**config.mk**
```make
export PLATFORM = sky130hd
export DESIGN_NAME = key_operand_loader
export DESIGN_NICKNAME = d
export VERILOG_FILES = /design/src/rtl/key_operand_loader_pkg.sv /design/src/rtl/key_operand_loader_debounce.sv /design/src/rtl/key_operand_loader.sv
export SDC_FILE = /design/constraint.sdc
export NUM_CORES = 1
export LEC_CHECK = 0
export ABC_AREA = 1
export CAP_MARGIN = 15
export CORE_MARGIN = 10
export CORE_UTILIZATION = 35
export CTS_CLUSTER_SIZE = 30
export DETAILED_ROUTE_END_ITERATION = 6
export MAX_ROUTING_LAYER = met4
export SETUP_SLACK_MARGIN = 0.1
export SLEW_MARGIN = 20
export SYNTH_ARGS = -nofsm -noshare
export SYNTH_HDL_FRONTEND = slang
export SYNTH_SLANG_ARGS = --single-unit
export TNS_END_PERCENT = 100
```
**constraint.sdc**
```tcl
create_clock -name i_clk -period 1.96 [get_ports i_clk]
set_input_delay 0.294 -clock i_clk [delete_from_list [all_inputs] [get_ports i_clk]]
set_output_delay 0.294 -clock i_clk [all_outputs]
set_load 0.1 [all_outputs]
```
**src/rtl/key_operand_loader_pkg.sv**
```systemverilog
// key_operand_loader_pkg: state encodings and default sizing shared by the key loader and its bench.
package key_operand_loader_pkg;
    localparam logic [1:0] ST_IDLE   = 2'b00;
    localparam logic [1:0] ST_HAVE_A = 2'b01;
    localparam logic [1:0] ST_HAVE_B = 2'b10;
    localparam int DEF_WIDTH           = 8;
    localparam int DEF_DEBOUNCE_CYCLES = 500000;
    localparam int DEF_CNT_W           = 20;
    localparam int SIM_DEBOUNCE        = 4;
endpackage

```
**src/rtl/key_operand_loader_debounce.sv**
```systemverilog
// key_debounce: synchronises and debounces an active-low key, emitting one registered pulse per press.
module key_debounce
    import key_operand_loader_pkg::*;
#(
    parameter int DEBOUNCE_CYCLES = DEF_DEBOUNCE_CYCLES,
    parameter int CNT_W           = DEF_CNT_W
) (
    input  logic i_clk,
    input  logic i_rst,
    input  logic i_key_n,
    output logic o_press
);
    logic [1:0]       r_sync;
    logic             r_stable;
    logic             r_stable_q;
    logic [CNT_W-1:0] r_cnt;
    logic             r_press;
    logic             w_diff;
    logic             w_done;

    assign w_diff  = r_sync[1] != r_stable;
    assign w_done  = w_diff && (r_cnt == CNT_W'(DEBOUNCE_CYCLES - 1));
    assign o_press = r_press;

    // r_stable_q delays the accepted level so the press pulse lands one edge after the fall
    always_ff @(posedge i_clk or posedge i_rst) begin
        if (i_rst) begin
            r_sync     <= 2'b11;
            r_stable   <= 1'b1;
            r_stable_q <= 1'b1;
            r_cnt      <= '0;
            r_press    <= 1'b0;
        end else begin
            r_sync     <= {r_sync[0], i_key_n};
            r_stable_q <= r_stable;
            r_press    <= r_stable_q & ~r_stable;
            r_cnt      <= (!w_diff || w_done) ? '0 : r_cnt + 1'b1;
            if (w_done)
                r_stable <= r_sync[1];
        end
    end
endmodule

```
**src/rtl/key_operand_loader.sv**
```systemverilog
// key_operand_loader: turns debounced key presses into alternating A/B operand captures from the switches.
module key_operand_loader
    import key_operand_loader_pkg::*;
#(
    parameter int WIDTH           = DEF_WIDTH,
    parameter int DEBOUNCE_CYCLES = DEF_DEBOUNCE_CYCLES,
    parameter int CNT_W           = DEF_CNT_W
) (
    input  logic             i_clk,
    input  logic             i_rst,
    input  logic [WIDTH-1:0] i_sw,
    input  logic             i_key_n,
    output logic [WIDTH-1:0] o_op_a,
    output logic [WIDTH-1:0] o_op_b,
    output logic             o_a_valid,
    output logic             o_b_valid,
    output logic             o_load_pulse,
    output logic [1:0]       o_state
);
    logic             w_press;
    logic [WIDTH-1:0] r_op_a;
    logic [WIDTH-1:0] r_op_b;
    logic             r_a_valid;
    logic             r_b_valid;
    logic [1:0]       r_state;

    key_debounce #(.DEBOUNCE_CYCLES(DEBOUNCE_CYCLES), .CNT_W(CNT_W)) u_deb (
        .i_clk  (i_clk),
        .i_rst  (i_rst),
        .i_key_n(i_key_n),
        .o_press(w_press)
    );

    assign o_op_a       = r_op_a;
    assign o_op_b       = r_op_b;
    assign o_a_valid    = r_a_valid;
    assign o_b_valid    = r_b_valid;
    assign o_load_pulse = w_press;
    assign o_state      = r_state;

    // IDLE and HAVE_B both start a new pair in A; only HAVE_B has a stale B to invalidate
    always_ff @(posedge i_clk or posedge i_rst) begin
        if (i_rst) begin
            r_op_a    <= '0;
            r_op_b    <= '0;
            r_a_valid <= 1'b0;
            r_b_valid <= 1'b0;
            r_state   <= ST_IDLE;
        end else if (r_state == 2'b11) begin
            r_state <= ST_IDLE;
        end else if (w_press) begin
            if (r_state == ST_HAVE_A) begin
                r_op_b    <= i_sw;
                r_b_valid <= 1'b1;
                r_state   <= ST_HAVE_B;
            end else begin
                r_op_a    <= i_sw;
                r_a_valid <= 1'b1;
                r_state   <= ST_HAVE_A;
                if (r_state == ST_HAVE_B)
                    r_b_valid <= 1'b0;
            end
        end
    end
endmodule

```
Yosys cells after proc, flatten, opt, wreduce, memory -nomap -nowiden. Cells that the tools add are included.

Output and inout bits: 21. Logic and storage cells: 34. Register bits: 45.

Equal/unequal tests: 5. $add $sub $neg: 1. Reduce and logical (&&, ||, !) cells: 8. Bitwise logic cells: 4. Multiplexer cells: 6.

Operator list (count): $add A20 B1 Y20 const B (1); $eq A20 B19 Y1 const B (1); $mux W20 (1); $reduce_and A3 Y1 (3); $mux W2 (3); $eq A2 B2 Y1 const B (2); $reduce_bool A2 Y1 (2); $not A1 Y1 (3); $eq A2 B1 Y1 const B (1); $mux W1 (2); $and A1 B1 Y1 (1); $logic_and A1 B1 Y1 (1); $logic_not A1 Y1 (1); $logic_or A1 B1 Y1 (1); $ne A1 B1 Y1 (1).

Longest topological paths before layout. Gate-level depths: netlist (run 1).

Depth after elaboration: 4. Gate-level depth with buffers: 9.

By module. From an unflattened synthesis (run 1), not the netlist that was laid out.

Cell total of the unflattened synthesis: 261. Area total of the unflattened synthesis: 2143.3 sq um.

By module, submodules not included: key_debounce (cells an instance 169, area each 1297.5 sq um, instances 1); key_operand_loader (cells an instance 92, area each 845.8 sq um, instances 1).

Least setup slack after synthesis (run 1). Ideal clock, no wire load.

Path type: flip-flop to flip-flop. From: register r_state[1] (netlist: o_state[1]). To: register r_op_a[0] (netlist: o_op_a[0]). Library setup time: 0.083 ns. Path buffers: 1. Data arrival time: 1.859 ns. Clock period less this slack: 1.942 ns. Slack: 0.018 ns. Cell stages (with the launch flop): 7. Path through: dfrtp_1 > inv_1 > ha_1 > nor2_1 > nand2_1 > clkbuf_1 > o21ai_0.

Cells in the longest elaborated chain, start to end: 3. Elaborated cells on any way between the ends: 5.

Ends and longest elaborated chain: start, declared (line key_operand_loader.sv:25) `logic [1:0] r_state;`; start signal, assigned (line key_operand_loader.sv:48) `r_state <= ST_IDLE;`; start signal, assigned (line key_operand_loader.sv:50) `r_state <= ST_IDLE;`; start signal, assigned (line key_operand_loader.sv:55) `r_state <= ST_HAVE_B;`; $eq A2 B1 Y1 or $eq A2 B2 Y1 (tied branches) (line key_operand_loader.sv:52, key_operand_loader.sv:49); $not A1 Y1 (no line); $reduce_and A3 Y1 (no line) (*); end signal, assigned (line key_operand_loader.sv:57) `r_op_a <= i_sw;`; end, declared (line key_operand_loader.sv:21) `logic [WIDTH-1:0] r_op_a;`.

Mark *: on every way between the ends. The rest lies on a longest branch, timed or not. A chain may end at the register's enable or synchronous reset.

Worst setup path in the final report (run 1).
From: register u_deb.r_cnt[0]. To: register u_deb.r_cnt[14].

Cells in the longest elaborated chain, start to end: 4. Elaborated cells on any way between the ends: 5.

Ends and longest elaborated chain: start, declared (line key_operand_loader_debounce.sv:16) `logic [CNT_W-1:0] r_cnt;`; start signal, assigned (line key_operand_loader_debounce.sv:37) `r_cnt <= (!w_diff || w_done) ? '0 : r_cnt + 1'b1;`; parallel branches: the longest is 3 deep, another holds $add A20 B1 Y20; $mux W20 (*) (line key_operand_loader_debounce.sv:37).

Mark *: on every way between the ends.

==> results.toml, run 1 <==
[outcome]
status = "completed"

[finish]
nFillCells = 580
final_util_pct = 43.3
area_growth_pct = 21.8
antenna_cells = 0
layout.nets = 300
instances_no_fill = 362
drive_above_1_share_pct = 15.7

[clock_tree]
clkLatencyLatePin_ps = 300
cts_setup_buffers = 0
clockBufferDepth = 2
cts_tree = "built"
htree_levels = 2
numCtsBuffers = 5
hold_buffers = 0
cts_resized = 0
cts_root_buf = "clkbuf_8"
clock_sinks = 45
path_clk_slew_ps = 90

[drt]
vias = 1638
drc = 0
dr.pass1.iters = 4
via_per_inst = 4.52
wl_um = 4400
drtIter0Drc = 96
ant_nets = 0
detail_route.wl_per_cell_um = 12.2

[global_routing]
grt_max_degree = 32
grt_usage_pct = 9.87
grt_overflow = 0
grt_pass1_vias = 1611
grt_pass1_wl_um = 7640
antenna_found_initial = 0

[sta]
finalMaxSlewViolations = 0
finalHoldViolCount = 0
slew_headroom_pct = 65.9
layout_min_cycle_time_ps = 1530
fin_setup_tns_ps = 0
rsz0062_at_grt = "no"
fmaxAchievable_mhz = 654
timing.final.crit_share_pct = 78.0
fin_skew_ps = 12.8
worst_pin_slew_ps = 510
final-setup-viol-count = 0

[synthesis]
synth_xor_area_share_pct = 4.21
synthAdderAreaFrac_pct = 1.81
yosys.area_share.simple_pct = 27.6
ys_warn_count = 0
synth_mux_area_share_pct = 0
synthCells = 250
syn_avg_cell_area_um2 = 8.32
synth_top_family_by_area = "simple AND/OR/NAND/NOR gates"
yosysSeqAreaShare_pct = 54.4
yosys_register_bits = 45
synth_cell_type_count = 22
synth_fp_nets = 264
synth_area_um2 = 2080
synth-compound-area-share_pct = 5.29

[setup_path]
r2r_slack_ps = 430
start_kind = "register"
crit_path_max_fanout = 18
crit_arrival_ps = 1710
cp.depth = 6
cpPeakStageDelay_ps = 410
cpLargestDelayFamily = "simple AND/OR/NAND/NOR gates"
r2r_start = "u_deb.r_cnt[0]"
required_ps = 2140
worst-path-buf-inv = 0
crit_chain = "ha_1, nand3_1, nor2_1, nand3_2, nand2_4, nor2_1"
cp-end-kind = "register"
r2r_end = "u_deb.r_cnt[14]"
crit_type = "register to register"
reg2reg_depth = 6
crit_slowest_cell = "dfrtp_1"
path_common_cell = "nor2_1"

[min_path]
hp-class = "input pin to async pin"

[placed_design]
placedCellCount = 354
routabilityCongestion = 0.846
hpwl_um = 3290
io_buffers = 31

[job]
maxCapViolations = 0

[floorplan]
die_x_um = 97.1
dieArea_um2 = 9420
dieHeight_um = 97.1
start_util_pct = 35.5
fp-row-count = 28
core_area_um2 = 5850
io_pins = 32

[power_and_ir_drop]
peakVddDrop_mv = 0.320
power_leakage_nw = 1.17
power_density_nw_per_um2 = 646
==> layer usage <==
metal	GRT usage (%)	vias to the layer above	wire, um
met2	15.9	24	2170
met3	2.49	6	163
met1	11.4	760	1990
met4	4.31	0	81
li1	-	848	-
met5	-	-	0
==> worst max path at each step <==
stage | from | to | slack [ps]
floorplan | u_deb.o_press | o_op_b[0] | 230
global placement | u_deb.r_cnt[0] | u_deb.r_cnt[18] | 480
detailed placement | u_deb.r_cnt[0] | u_deb.r_cnt[13] | 430
CTS | u_deb.r_cnt[0] | u_deb.r_cnt[14] | 410
global route | u_deb.r_cnt[0] | u_deb.r_cnt[16] | 230
finish | u_deb.r_cnt[0] | u_deb.r_cnt[14] | 430
==> synthesized netlist by cell type (all sizes together) <==
cell     n  area share, %
xor2     8            3.4
o21ai   20            4.8
xnor2    2           0.84
nand3   12            3.1
inv     32            5.8
nand4    7            2.1
nor3     2           0.72
a21oi    2           0.48
dfstp    4            5.1
ha       3            1.8
nor2    51            9.7
clkbuf   2           0.36
buf      1           0.54
nand2   63             12
dfrtp   41             49
==> area by class of cell <==
| cell class | instances | area [um2] | area share, % |
|---|---|---|---|
| inverters | 32 | 120 | 4.74 |
| repair buffers | 32 | 278 | 11.0 |
| clock inverters | 2 | 16.3 | 0.642 |
| flip-flops and latches | 45 | 1130 | 44.7 |
| multi-input cells | 170 | 810 | 32.0 |
| clock buffers | 6 | 82.6 | 3.26 |
| well taps | 75 | 93.8 | 3.70 |
==> where the power goes <==
group,internal (mW),switching (mW)
clock,0.291,0.339
combinational,0.0286,0.0376
sequential,0.936,0.00603
==> flip-flops by register name, summed over array words and instances, names as in the netlist <==
name              cells
u_deb.o_press         1
o_state               2
o_op_a                8
o_b_valid             1
o_a_valid             1
u_deb.r_stable_q      1
u_deb.r_stable        1
u_deb.r_cnt          20
o_op_b                8
u_deb.r_sync          2
==> worst register-to-register path: stages, from the launching register on <==
cell and delay, ps:
dfrtp_1 410, ha_1 250, nand3_1 130, nor2_1 160, nand3_2 160, nand2_4 230
nor2_1 80
==> layout by cell type (no fill, tap or decap) <==
cell             count
buf_4               21
clkdlybuf4s50_1     10
ha_1                 3
xnor2_1              2
nor2_4               1
clkbuf_8             6
nor3_2               1
nand2_1             60
o21ai_0             20
dfstp_2              4
dfrtp_2              2
inv_6                1
nor2_1              49
inv_1               30
xor2_1               8
nand3_1             11
buf_12               1
inv_2                2
nand4_1              7
nand2_4              1
a21oi_1              2
nor2_2               1
clkinvlp_4           1
nor3_1               1
nand3_2              1
nand2_2              2
dfrtp_1             39
==> per-stage QoR <==
stage	power [mW]	hold slack (ps)	instance area, um2	worst slack [ps]
2_1_floorplan	0.994	298	2080	232
3_3_place_gp	1.03	346	2430	481
3_5_place_dp	1.03	350	2430	434
4_1_cts	1.67	281	2530	409
5_1_grt	1.72	294	2530	227
6_report	1.64	267	2530	430
==> kinds of logic (layout without fill, tap and decap cells) <==
family / Yosys count / in the layout
AOI/OAI and AO/OA: 22 / 22
xor gates and xnor gates: 10 / 10
adders and majority gates: 3 / 3
buffers and inverters: 35 / 72
DFF: 45 / 45
and+or+nand+nor: 135 / 135
Note: power is estimated with default switching activity, not from simulation.
==> inputs of run 2 (changes only) <==
==> constraint.sdc (replaced) <==
create_clock -name i_clk -period 1.59 [get_ports i_clk]
set_input_delay 0.2385 -clock i_clk [delete_from_list [all_inputs] [get_ports i_clk]]
set_output_delay 0.2385 -clock i_clk [all_outputs]
set_load 0.1 [all_outputs]
==> results.toml, run 2 (synthesized netlist as in run 1, its figures left out) <==
[sta]
fin_setup_tns_ps = 0
fin_ws_ps = 133
worst_pin_slew_ps = 440
fmaxAchievable_mhz = 686
finalMaxSlewViolations = 0
timing.final.crit_share_pct = 91.6
slew_headroom_pct = 70.6
layout_min_cycle_time_ps = 1460
finalHoldViolCount = 0
final-setup-viol-count = 0
fin_skew_ps = 8.83
rsz0062_at_grt = "yes"

[clock_tree]
path_clk_slew_ps = 80
clockBufferDepth = 2
cts_tree = "built"
hold_buffers = 0
cts_root_buf = "clkbuf_8"
numCtsBuffers = 5
clock_sinks = 45
clkLatencyLatePin_ps = 300
htree_levels = 2

[power_and_ir_drop]
power_density_nw_per_um2 = 676
power_leakage_nw = 1.31
peakVddDrop_mv = 0.331
total_power_mw = 1.97

[floorplan]
dieHeight_um = 97.1
dieArea_um2 = 9420
io_pins = 32
start_util_pct = 35.5
fp-row-count = 28
core_area_um2 = 5850
die_x_um = 97.1

[placed_design]
io_buffers = 31
routabilityCongestion = 0.906
hpwl_um = 3500
placedCellCount = 356
dp_slack_ps = 67.6

[outcome]
status = "completed"

[finish]
area_growth_pct = 40.1
top_register = "u_deb.r_cnt"
antenna_cells = 0
largest_reg_flops = 20
layout.nets = 305
register_area_um2 = 1140
layout_commonest_cell = "nand2_1"
instances_no_fill = 367
final_cell_mix = "57 x nand2_1, 46 x nor2_1, 37 x dfrtp_1, 30 x inv_1, 23 x buf_12"
multi_input_area_um2 = 887
final_util_pct = 49.8
drive_above_1_share_pct = 21.2
nFillCells = 523

[drt]
wl_um = 4850
met1_length_um = 2200
via_per_inst = 4.63
drc = 0
met3RoutedLength_um = 173
ant_nets = 0
top_layer_used = "met4"
drtIter0Drc = 178
dr.pass1.iters = 4
detail_route.wl_per_cell_um = 13.2
wl_met2_um = 2390
vias = 1700

[setup_path]
cp-end-kind = "register"
reg2reg_depth = 6
crit_type = "register to register"
crit_path_max_fanout = 9
crit_arrival_ps = 1640
required_ps = 1770
start_kind = "register"

[global_routing]
antenna_found_initial = 0
grt_overflow = 0
grt_usage_pct = 10.4
grt_max_degree = 20
grt_pass1_wl_um = 8040
grt_pass1_vias = 1630

[job]
maxCapViolations = 0

[min_path]
hp-class = "input pin to async pin"
==> run 2: changes by cell type in the layout (fill, tap and decap cells not counted), sizes merged <==
cell      previous run  this run
inv                 33        32
nand2               63        64
clkinvlp             1         2
buf                 22        26
==> run 2: area by class of cell <==
class                      count  share of cell area, %
clock buffer                   6                   2.49
inverter                      32                   4.12
clock inverter                 2                  0.515
multi-input combinational    171                   30.5
sequential                    45                   39.2
timing repair buffer          36                   20.0
tap                           75                   3.22
==> run 2: path summary, 6_finish.rpt <==
| check | start | to | slack, ps |
|---|---|---|---|
| max in group asynchronous | i_rst | u_deb.r_sync[0] | 890 |
| worst max register to register | u_deb.r_cnt[0] | u_deb.r_cnt[9] | 130 |
| worst min-delay path | i_rst | u_deb.r_cnt[11] | 220 |
| min in group i_clk | i_key_n | u_deb.r_sync[0] | 330 |
| worst max-delay path | u_deb.r_cnt[0] | u_deb.r_cnt[9] | 130 |
| worst min register to register | u_deb.r_sync[0] | u_deb.r_sync[1] | 360 |
==> run 2: through the flow <==
| step | hold slack, ps | cell area (um2) |
|---|---|---|
| after floorplan | 243 | 2110 |
| after global placement | 346 | 2740 |
| after detailed placement | 347 | 2740 |
| after CTS | 228 | 2840 |
| after global routing | 255 | 2910 |
| final | 221 | 2910 |
==> run 2: timing repair <==
action / 4_1_cts / 5_1_grt
setup endpoints to repair: 19 / 29
resized for setup: 1 / 12
pin swaps: 0 / 1
gates cloned: 0 / 1
buffers inserted: 2 / 0
==> run 2: layer usage <==
| layer | up-vias | global-route usage [%] |
|---|---|---|
| li1 | 852 | - |
| met1 | 804 | 12.6 |
| met2 | 36 | 16.0 |
| met3 | 8 | 2.42 |
| met4 | 0 | 4.65 |
| met5 | - | - |
==> run 2: power by group <==
part | internal (mW) | switching, mW | total (mW)
Combinational | 0.0499 | 0.0557 | 0.106
Sequential | 1.15 | 0.00957 | 1.16
Clock | 0.310 | 0.391 | 0.701
==> run 2: worst max-delay path, cell delays in order, from the launching register on <==
cell and delay (ps):
dfrtp_1 420, ha_4 180, nand3_1 130, nor2_2 200
nand3_4 160, nand2_4 180, nor2_1 60
